[config.mk]
export PLATFORM = sky130hd
export DESIGN_NAME = tick_ctrl
export DESIGN_NICKNAME = d
export VERILOG_FILES = /design/src/rtl/tick_ctrl.sv
export SDC_FILE = /design/constraint.sdc
export NUM_CORES = 1
export LEC_CHECK = 0
export CORE_MARGIN = 2
export CORE_UTILIZATION = 55
export DETAILED_ROUTE_END_ITERATION = 10
export DONT_BUFFER_PORTS = 1
export PLACE_DENSITY = 0.73
export SYNTH_ARGS = -nofsm -noshare
export SYNTH_HDL_FRONTEND = slang
export SYNTH_SLANG_ARGS = --single-unit
[constraint.sdc]
create_clock -name clk -period 1.7 [get_ports clk]
set_input_delay 0.34 -clock clk [delete_from_list [all_inputs] [get_ports clk]]
set_output_delay 0.34 -clock clk [all_outputs]
set_load 0.005 [all_outputs]
[src/rtl/tick_ctrl.sv]
// rtl/tick_ctrl.sv - run-control FSM and tick prescaler feeding the BCD digit chain
module tick_ctrl #(
    parameter int DIV   = 50000000,
    parameter int CNT_W = 26
) (
    input  logic clk,
    input  logic rst,
    input  logic start,
    input  logic pause,
    input  logic clear,
    input  logic borrow_in,
    output logic tick,
    output logic dig_rst_n,
    output logic running,
    output logic done
);

    typedef enum logic [2:0] {IDLE, ARM, RUN, PAUSE, DONE} state_t;

    localparam logic [CNT_W-1:0] TC = CNT_W'(DIV - 1);

    state_t             state, state_d;
    logic [CNT_W-1:0]   presc, presc_d;
    logic               tick_d;
    logic               start_q, pause_q, clear_q;
    logic               start_e, pause_e, clear_e;

    assign start_e = start & ~start_q;
    assign pause_e = pause & ~pause_q;
    assign clear_e = clear & ~clear_q;

    always_comb begin
        state_d = state;
        presc_d = presc;
        tick_d  = 1'b0;
        unique case (state)
            IDLE: begin
                presc_d = '0;
                if (start_e) state_d = ARM;
            end
            ARM: begin
                presc_d = '0;
                state_d = RUN;
            end
            RUN: begin
                // pausing on terminal count holds presc at TC so the tick follows resume
                if (borrow_in) begin
                    state_d = DONE;
                end else if (pause_e) begin
                    state_d = PAUSE;
                end else if (presc == TC) begin
                    presc_d = '0;
                    tick_d  = 1'b1;
                end else begin
                    presc_d = presc + CNT_W'(1);
                end
            end
            PAUSE: begin
                if (borrow_in)                state_d = DONE;
                else if (pause_e || start_e)  state_d = RUN;
            end
            DONE: begin
                if (start_e) state_d = ARM;
            end
            default: state_d = IDLE;
        endcase
        if (clear_e) begin
            state_d = IDLE;
            presc_d = '0;
            tick_d  = 1'b0;
        end
    end

    // Status outputs are registered decodes of the next state so they line up with state.
    always_ff @(posedge clk) begin
        if (rst) begin
            state     <= IDLE;
            presc     <= '0;
            tick      <= 1'b0;
            dig_rst_n <= 1'b0;
            running   <= 1'b0;
            done      <= 1'b0;
            start_q   <= 1'b1;
            pause_q   <= 1'b1;
            clear_q   <= 1'b1;
        end else begin
            state     <= state_d;
            presc     <= presc_d;
            tick      <= tick_d;
            dig_rst_n <= (state_d != IDLE);
            running   <= (state_d == RUN);
            done      <= (state_d == DONE);
            start_q   <= start;
            pause_q   <= pause;
            clear_q   <= clear;
        end
    end

endmodule

==> results.toml, run 1 <==
[global_route]
grt_pass1_wl_um = 9450
grt_pass1_vias = 2044
grt_max_degree = 19
track_usage = 0.297
grt_antenna_before_repair = 0
grt_overflow = 0

[worst_setup_path]
crit_family = "compound AO/OA/AOI/OAI gates"
path_buf_inv = 0
startpoint = "presc[1]"
worstReg2RegStart = "presc[1]"
rrSetupSlack_ps = -70
crit_path_end = "presc[23]"
critPathRequiredTime_ps = 1960
cp.depth = 6
critical_path_class = "register to register"
cp_max_fo = 8
end_kind = "register"
crit_arrival_ps = 2030
crit_path_max_incr_delay_ps = 430
critical_path.cell_chain = "ha_4, and3_4, nand2_4, o311a_4, a32o_1, a31o_1"
r2r_cells = 6
cp-start-kind = "register"
cpMaxStageDelayCell = "o311a_4"
rr_endpoint = "presc[23]"

[cells_and_area]
area_growth_pct = 37.9
final-seq-area_um2 = 749
multiInputGateArea_um2 = 1330
final_cell_area_um2 = 2690
final_cell_mix = "buf_4 (52), nand3_1 (29), nand2_1 (24), dfxtp_1 (23), nor2_1 (14)"
final_common_cell = "buf_4"
n_fill_cell = 251
final_nets = 309
diodes = 0
drive_gt1_frac = 0.383

[die]
die_w_um = 63.5
initial_core_util = 0.580
num_rows = 21
coreArea_um2 = 3360
die_y_um = 63.5
io_pins = 10
die_area_um2 = 4040

[cts]
clk_pin_slew_ps = 120
cts_tree = "built"
root_buffer = "clkbuf_4"
cts_max_path_buffers = 2
clk-insertion-delay-late_ps = 370
cts_htree_levels = 2
cts_sinks = 36
ctsHoldBuffers = 0
cts-buffers-inserted = 5

[detailed_routing]
initialDrtViolationCount = 168
drt_pass1_iterations = 4
routedWlPerCell_um = 16.8
finalWirelength_um = 5870
vias_per_cell = 6.25
drc = 0
detail-route-antenna-nets = 0
num_vias = 2182

[sta]
timing.fmax_mhz = 566
finalCritPeriodShare = 1.04
slew_violations = 0
hold_viol = 0
worst_pin_slew_ps = 284
finClkSkew_ps = 14.1
setup_viol = 5
grt_setup_unrepaired = "true"
maxSlewHeadroom = 0.809
fin_hold_ws_ps = 43.5
setup_slack_ps = -67.1
layout_min_cycle_time_ps = 1770

[logic_synthesis]
synth_seq_cells = 36
netlist_area_um2 = 1950
synthDistinctLibCells = 46
syn_area_per_cell_um2 = 7.86
yosysSeqAreaShare = 0.370
yosys_warnings = 0
synth_edf_count = 0
syn-num-nets = 255
syn_inst = 248
synth_ff_type = "dfxtp_1"
synthArstFlopShare = 0

[place]
pre_cts_ws_ps = -123
gp_congestion = 0.906
dp_hpwl_um = 3940
io_buffers = 0
post_dp_cell_area_um2 = 2400

[hold_path]
hold_start = "rst"
hp-class = "primary input to register"

[run]
cap_violations = 0

[status]
status = "finished, violations left"
violations = "negative setup slack"

[pwr]
p_per_area_nw_per_um2 = 583
ir_drop_mv = 0.521
leakagePower_nw = 0.994
power breakdown:
group | switching, mW | internal [mW] | leakage (nW)
Combinational | 0.0540 | 0.0385 | 0.649
Sequential | 0.00359 | 0.844 | 0.299
Clock | 0.319 | 0.308 | 0.0455
through the flow:
| step | utilization | TNS [ps] | power (mW) | instances |
|---|---|---|---|---|
| 2_1_floorplan | - | -28.3 | 0.922 | 248 |
| 5_1_grt | 0.799 | -1170 | 1.61 | 349 |
| 6_report | 0.799 | -166 | 1.57 | 349 |
| 4_1_cts | 0.762 | -247 | 1.57 | 346 |
| 3_3_place_gp | 0.715 | -529 | 0.953 | 337 |
| 3_5_place_dp | 0.715 | -1640 | 0.954 | 337 |
synthesized netlist by cell type (all sizes together) (5+ instances only):
library cell   n  area [µm²]
or2            5        31.3
and4           6        52.6
and3           7        43.8
or3            6        37.5
nand2         26        97.6
clkbuf         9        33.8
nand3         32         165
a31oi         10        62.6
dfxtp         36         721
nand4         12        75.1
nor3          17        85.1
nand2b         6        37.5
o21ai          7        35.0
a21oi         11        55.1
nor2          16        60.1
layout make-up:
type / instances / share of cell area
Inverter: 3 / 0.00419
Clock buffer: 5 / 0.0140
Sequential cell: 36 / 0.279
Multi-Input combinational cell: 198 / 0.495
Clock inverter: 3 / 0.0154
Tap cell: 46 / 0.0214
Timing Repair Buffer: 58 / 0.171
cells by family (layout without fill, tap and decap cells):
| kind of cell | count (synthesis) | after routing | synth area share |
|---|---|---|---|
| and+or+nand+nor | 154 | 154 | 0.445 |
| AOI/OAI and AO/OA | 41 | 41 | 0.141 |
| DFF | 36 | 36 | 0.370 |
| buffers and inverters | 14 | 69 | 0.0295 |
| adders and majority gates | 1 | 1 | 0.00642 |
| xor gates and xnor gates | 2 | 2 | 0.00899 |
worst min path at each step:
stage	slack [ps]	cells after the start	endpoint
floorplan	420	1	state[2]
global placement	420	1	state[2]
detailed placement	420	1	state[2]
CTS	30	1	state[2]
global route	10	1	state[2]
finish	40	1	state[2]
state kept, by name, indices dropped and copies added, names as in the netlist:
signal	count
clear_q	1
presc	26
pause_q	1
start_q	1
dig_rst_n	1
tick	1
done	1
state	3
running	1
per-layer routing:
metal	up-vias	part of all wire	global-route usage
met3	18	0.063	0.0768
met1	1030	0.42	0.367
li1	1046	-	-
met4	0	0.029	0.133
met5	-	0	0
met2	88	0.49	0.484
repair_timing:
item	CTS	global route
setup buffers	1	2
gates cloned	0	1
resized for setup	21	32
pin swaps	8	13
endpoints found under the setup margin	25	26
(Power assumes the default switching activity.)
==> run 2: changes to the inputs <==
--- a/config.mk
+++ b/config.mk
@@ -6,10 +6,10 @@
 export NUM_CORES = 1
 export LEC_CHECK = 0
 export CORE_MARGIN = 2
-export CORE_UTILIZATION = 55
+export CORE_UTILIZATION = 53
 export DETAILED_ROUTE_END_ITERATION = 10
-export DONT_BUFFER_PORTS = 1
-export PLACE_DENSITY = 0.73
+export GPL_TIMING_DRIVEN = 0
+export PLACE_DENSITY = 0.75
 export SYNTH_ARGS = -nofsm -noshare
 export SYNTH_HDL_FRONTEND = slang
 export SYNTH_SLANG_ARGS = --single-unit
==> run 2 against run 1 <==
The run still ends with negative setup slack left. Core utilization shrank 5.6 points. Maximum frequency shrank 0.15%. Sequential cell count is the same. Via count is essentially flat. Register-to-register slack is essentially flat. Cell count shrank 4.3%. Clock skew shrank 6.5 ps. Sequential power shrank 0.7%. Wire length shrank 5.6%. Design area shrank 0.23%.
==> results.toml, run 2 (synthesis gave the netlist of run 1 again) <==
[sta]
slew_violations = 0
setup_viol = 11
finClkSkew_ps = 7.52
final.setup.tns_ps = -450
grt_setup_unrepaired = "true"
hold_viol = 0
finalCritPeriodShare = 1.04
worst_pin_slew_ps = 419
layout_min_cycle_time_ps = 1770
maxSlewHeadroom = 0.721
fin_hold_ws_ps = 383
timing.fmax_mhz = 565
setup_slack_ps = -69.7

[pwr]
netSwitchingFraction = 0.247
clkPwrFrac = 0.405
seq_power_share = 0.524
leakagePower_nw = 0.913
combPwrFrac = 0.071
power_switching_mw = 0.396
ir_drop_mv = 0.474
p_per_area_nw_per_um2 = 599
power.internal_mw = 1.21

[die]
die_w_um = 64.6
io_pins = 10
die_area_um2 = 4180
die_y_um = 64.6
coreArea_um2 = 3610
initial_core_util = 0.541
num_rows = 22

[cells_and_area]
post-route-util = 0.744
drive_gt1_frac = 0.381
final_cell_area_um2 = 2680
final_cell_mix = "nand3_1 (29), nand2_1 (22), buf_4 (21), dfxtp_1 (14)"
diodes = 0
final_nets = 292
largest_reg_flops = 26
regMostFlops = "presc"
area_growth_pct = 37.6
reg_top3 = "presc (26), state (3)"
final_common_cell = "nand3_1"

[detailed_routing]
routedWlPerCell_um = 16.6
initialDrtViolationCount = 208
num_vias = 2183
finalWirelength_um = 5540
drt_pass1_iterations = 5
detail-route-antenna-nets = 0
drc = 0
vias_per_cell = 6.54

[global_route]
track_usage = 0.258
grt_antenna_before_repair = 0
grt_pass1_vias = 1815
grt_max_degree = 12
grt_overflow = 0
grt_pass1_wl_um = 8500

[cts]
cts_max_path_buffers = 2
cts_htree_levels = 2
clk_pin_slew_ps = 80
root_buffer = "clkbuf_8"
clk-insertion-delay-late_ps = 290
cts_sinks = 36
cts-buffers-inserted = 5
cts_tree = "built"

[place]
pre_cts_ws_ps = -786
gp_congestion = 0.896
io_buffers = 9
dp_hpwl_um = 3360
post_dp_cell_area_um2 = 2130

[status]
status = "finished, violations left"
violations = "negative setup slack"

[run]
cap_violations = 0

[worst_setup_path]
cp_max_fo = 6
critPathRequiredTime_ps = 1890
critical_path_class = "register to register"
end_kind = "register"
cp-start-kind = "register"
crit_arrival_ps = 1960

[hold_path]
hp-class = "primary input to register"
==> run 2: cell types whose count changed in the layout (fill, tap and decap cells not counted), sizes merged, moves of 2 or more <==
cell / previous run / this run
dlygate4sd2: 0 / 2
buf: 58 / 26
clkdlybuf4s50: 0 / 6
clkbuf: 5 / 12
==> run 2: final cells by class <==
class / count / area (µm²)
tap: 48 / 60.1
sequential: 36 / 771
buffer: 9 / 57.6
clock inverter: 2 / 10.0
timing repair buffer: 32 / 273
fill: 247 / 923
inverter: 3 / 11.3
multi-input combinational: 198 / 1420
clock buffer: 6 / 82.6
==> run 2: path summary, 6_finish.rpt <==
kind,startpoint,to,slack [ps],cells past startpoint
setup reg to reg,presc[0],presc[25],-70,7
setup / recovery,presc[0],presc[25],-70,7
hold / removal,rst,state[2],380,2
hold reg to reg,presc[1],presc[1],500,2
==> run 2: power groups by stage <==
stage	clock network, mW	registers, mW	logic, mW
6_report	0.652	0.841	0.114
5_1_grt	0.686	0.842	0.124
4_1_cts	0.645	0.845	0.103
3_5_place_dp	0	0.874	0.0833
3_3_place_gp	0	0.874	0.0827
2_1_floorplan	0	0.873	0.0486
==> run 2: layer usage <==
layer  GRT usage  wire (µm)  vias up
met5           0          0        -
met4      0.0904        194        0
met3      0.0417        399       29
met2       0.424       2650      125
met1       0.342       2290     1011
li1            -          -     1018
==> run 2: stage by stage <==
| stage | cells | power (mW) |
|---|---|---|
| final | 334 | 1.61 |
| after global routing | 334 | 1.65 |
| after CTS | 325 | 1.59 |
| after detailed placement | 305 | 0.957 |
| after global placement | 305 | 0.956 |
| after floorplan | 248 | 0.922 |
==> run 2: timing repair <==
action	in CTS	in global routing
endpoints found under the setup margin	27	28
resized for setup	55	37
buffers inserted	14	8
cloned	0	1
hold buffers	0	0
pin swaps	6	20
==> run 2: worst max-delay path, cell delays in order, from the launching register on <==
cell and delay (ps):
dfxtp_4 370, ha_4 150, and3_4 210, nand2_2 70, o311a_4 410, buf_2 170
a32oi_1 220, nand2_1 70
==> run 3: changes to the inputs <==
--- a/config.mk
+++ b/config.mk
@@ -5,11 +5,12 @@
 export SDC_FILE = /design/constraint.sdc
 export NUM_CORES = 1
 export LEC_CHECK = 0
+export CAP_MARGIN = 20
 export CORE_MARGIN = 2
-export CORE_UTILIZATION = 53
+export CORE_UTILIZATION = 55
 export DETAILED_ROUTE_END_ITERATION = 10
 export GPL_TIMING_DRIVEN = 0
-export PLACE_DENSITY = 0.75
+export PLACE_DENSITY = 0.74
 export SYNTH_ARGS = -nofsm -noshare
 export SYNTH_HDL_FRONTEND = slang
 export SYNTH_SLANG_ARGS = --single-unit
==> constraint.sdc (replaced) <==
create_clock -name clk -period 2.09 [get_ports clk]
set_input_delay 0.418 -clock clk [delete_from_list [all_inputs] [get_ports clk]]
set_output_delay 0.418 -clock clk [all_outputs]
set_load 0.005 [all_outputs]
==> run 3 against run 2 <==
The run now ends clean. Cell count decreased by 7.2%. Global-route usage fell by 0.63 points. Non-clock buffer count down 22. Largest cell class unchanged. Highest routed layer unchanged. Clock-buffer cell count is 1 higher. Critical endpoint is now presc[16]. Total power decreased by 27%.
==> results.toml, run 3 (synthesis gave the netlist of run 1 again) <==
[cells_and_area]
post-route-util = 0.657
final_common_cell = "dfxtp_1"
reg_top3 = "presc (26), state (3)"
n_fill_cell = 320
drive_gt1_frac = 0.117
final_nets = 270
finalNonFillerCells = 310
diodes = 0
regMostFlops = "presc"
largest_reg_flops = 26
area_growth_pct = 13.4
final_cell_mix = "dfxtp_1 (34), nand3_1 (30), nand2_1 (26), nor3_1 (15), nor2_1 (14)"

[status]
status = "finished clean"

[pwr]
p_per_area_nw_per_um2 = 531
ir_drop_mv = 0.348
leakagePower_nw = 0.678

[global_route]
grt_pass1_wl_um = 8050
grt_max_degree = 12
grt_antenna_before_repair = 0
track_usage = 0.251
grt_overflow = 0
grt_pass1_vias = 1781

[hold_path]
hp-class = "register to register"
hold_path_end = "presc[1]"
hold_start = "presc[1]"
hold-path-cell-count = 2

[cts]
root_buffer = "clkbuf_4"
cts_htree_levels = 2
ctsHoldBuffers = 0
clk-insertion-delay-late_ps = 350
cts_max_path_buffers = 2
cts_tree = "built"
clk_pin_slew_ps = 110
postCtsSetupBuffers = 0
cts_sinks = 36
cts-buffers-inserted = 5

[die]
die_y_um = 63.5
coreArea_um2 = 3360
die_area_um2 = 4040
die_w_um = 63.5
initial_core_util = 0.580
num_rows = 21
io_pins = 10

[sta]
maxSlewHeadroom = 0.642
finalCritPeriodShare = 0.944
finClkSkew_ps = 11.8
layout_min_cycle_time_ps = 1970
timing.fmax_mhz = 507
worst_pin_slew_ps = 537
setup_slack_ps = 116
slew_violations = 0
setup_viol = 0
hold_viol = 0

[worst_setup_path]
path_buf_inv = 1
critPathRequiredTime_ps = 2350
cpMaxStageDelayCell = "dfxtp_2"
rr_endpoint = "presc[16]"
crit_arrival_ps = 2230
end_kind = "register"
critical_path.cell_chain = "ha_2, and3_1, and4_1, a21oi_1, clkbuf_4, o21ai_0, a311oi_1"
cp_max_fo = 10
cp-start-kind = "register"
crit_family = "compound AO/OA/AOI/OAI gates"
critical_path_class = "register to register"
r2r_cells = 7
worstReg2RegStart = "presc[0]"
crit_path_max_incr_delay_ps = 360
cp.depth = 7
rrSetupSlack_ps = 120

[detailed_routing]
finalWirelength_um = 4590
detail-route-antenna-nets = 0
drt_pass1_iterations = 4
routedWlPerCell_um = 14.8
initialDrtViolationCount = 132
drc = 0
num_vias = 1937
vias_per_cell = 6.25

[place]
dp_hpwl_um = 3290
pre_cts_ws_ps = -502
io_buffers = 9
gp_congestion = 0.857
placedCellCount = 303

[run]
cap_violations = 0
run 3: how the worst max path moves through the flow:
stage / start / endpoint / slack, ps
finish: presc[0] / presc[16] / 120
global route: presc[11] / presc[16] / -8
CTS: presc[0] / presc[20] / 8
detailed placement: pause / presc[10] / -500
global placement: pause / presc[14] / -500
floorplan: presc[0] / presc[20] / 240
run 3: final cells by class:
cell class | count | area [µm²] | area share
buffer | 10 | 45.0 | 0.0204
clock buffer | 7 | 55.1 | 0.0249
clock inverter | 1 | 7.51 | 0.00340
inverter | 3 | 11.3 | 0.00509
multi-input combinational | 198 | 1220 | 0.552
sequential | 36 | 723 | 0.327
tap | 46 | 57.6 | 0.0260
timing repair buffer | 9 | 90.1 | 0.0407
run 3: power breakdown:
part	internal [mW]	switching (mW)
Combinational	0.0286	0.0443
Clock	0.165	0.240
Sequential	0.693	0.00375
run 3: worst register-to-register path: stages (launching register included):
cell	delay [ps]
dfxtp_2	360
ha_2	210
and3_1	210
and4_1	230
a21oi_1	240
clkbuf_4	270
o21ai_0	120
a311oi_1	260
run 3: per-layer routing:
layer  vias to the layer above  part of all wire  track usage
li1                        964                 -            -
met2                        57              0.45        0.392
met3                         9             0.065       0.0393
met4                         0             0.021        0.125
met5                         -                 0            0
met1                       907              0.46        0.336
run 3: per-stage QoR:
stage	total power, mW	setup TNS (ps)	instance area [µm²]	hold WS (ps)
after floorplan	0.751	0	1950	459
after global placement	0.780	-7770	2100	489
after detailed placement	0.780	-7620	2100	495
after CTS	1.18	0	2170	519
after global routing	1.21	-8.36	2210	523
final	1.17	0	2210	497
run 3: what timing repair did:
action                                  4_1_cts  5_1_grt
pin swaps                                     0        0
endpoints found under the setup margin       10       19
gates resized for setup                       1       12
hold endpoints to repair                      0        0
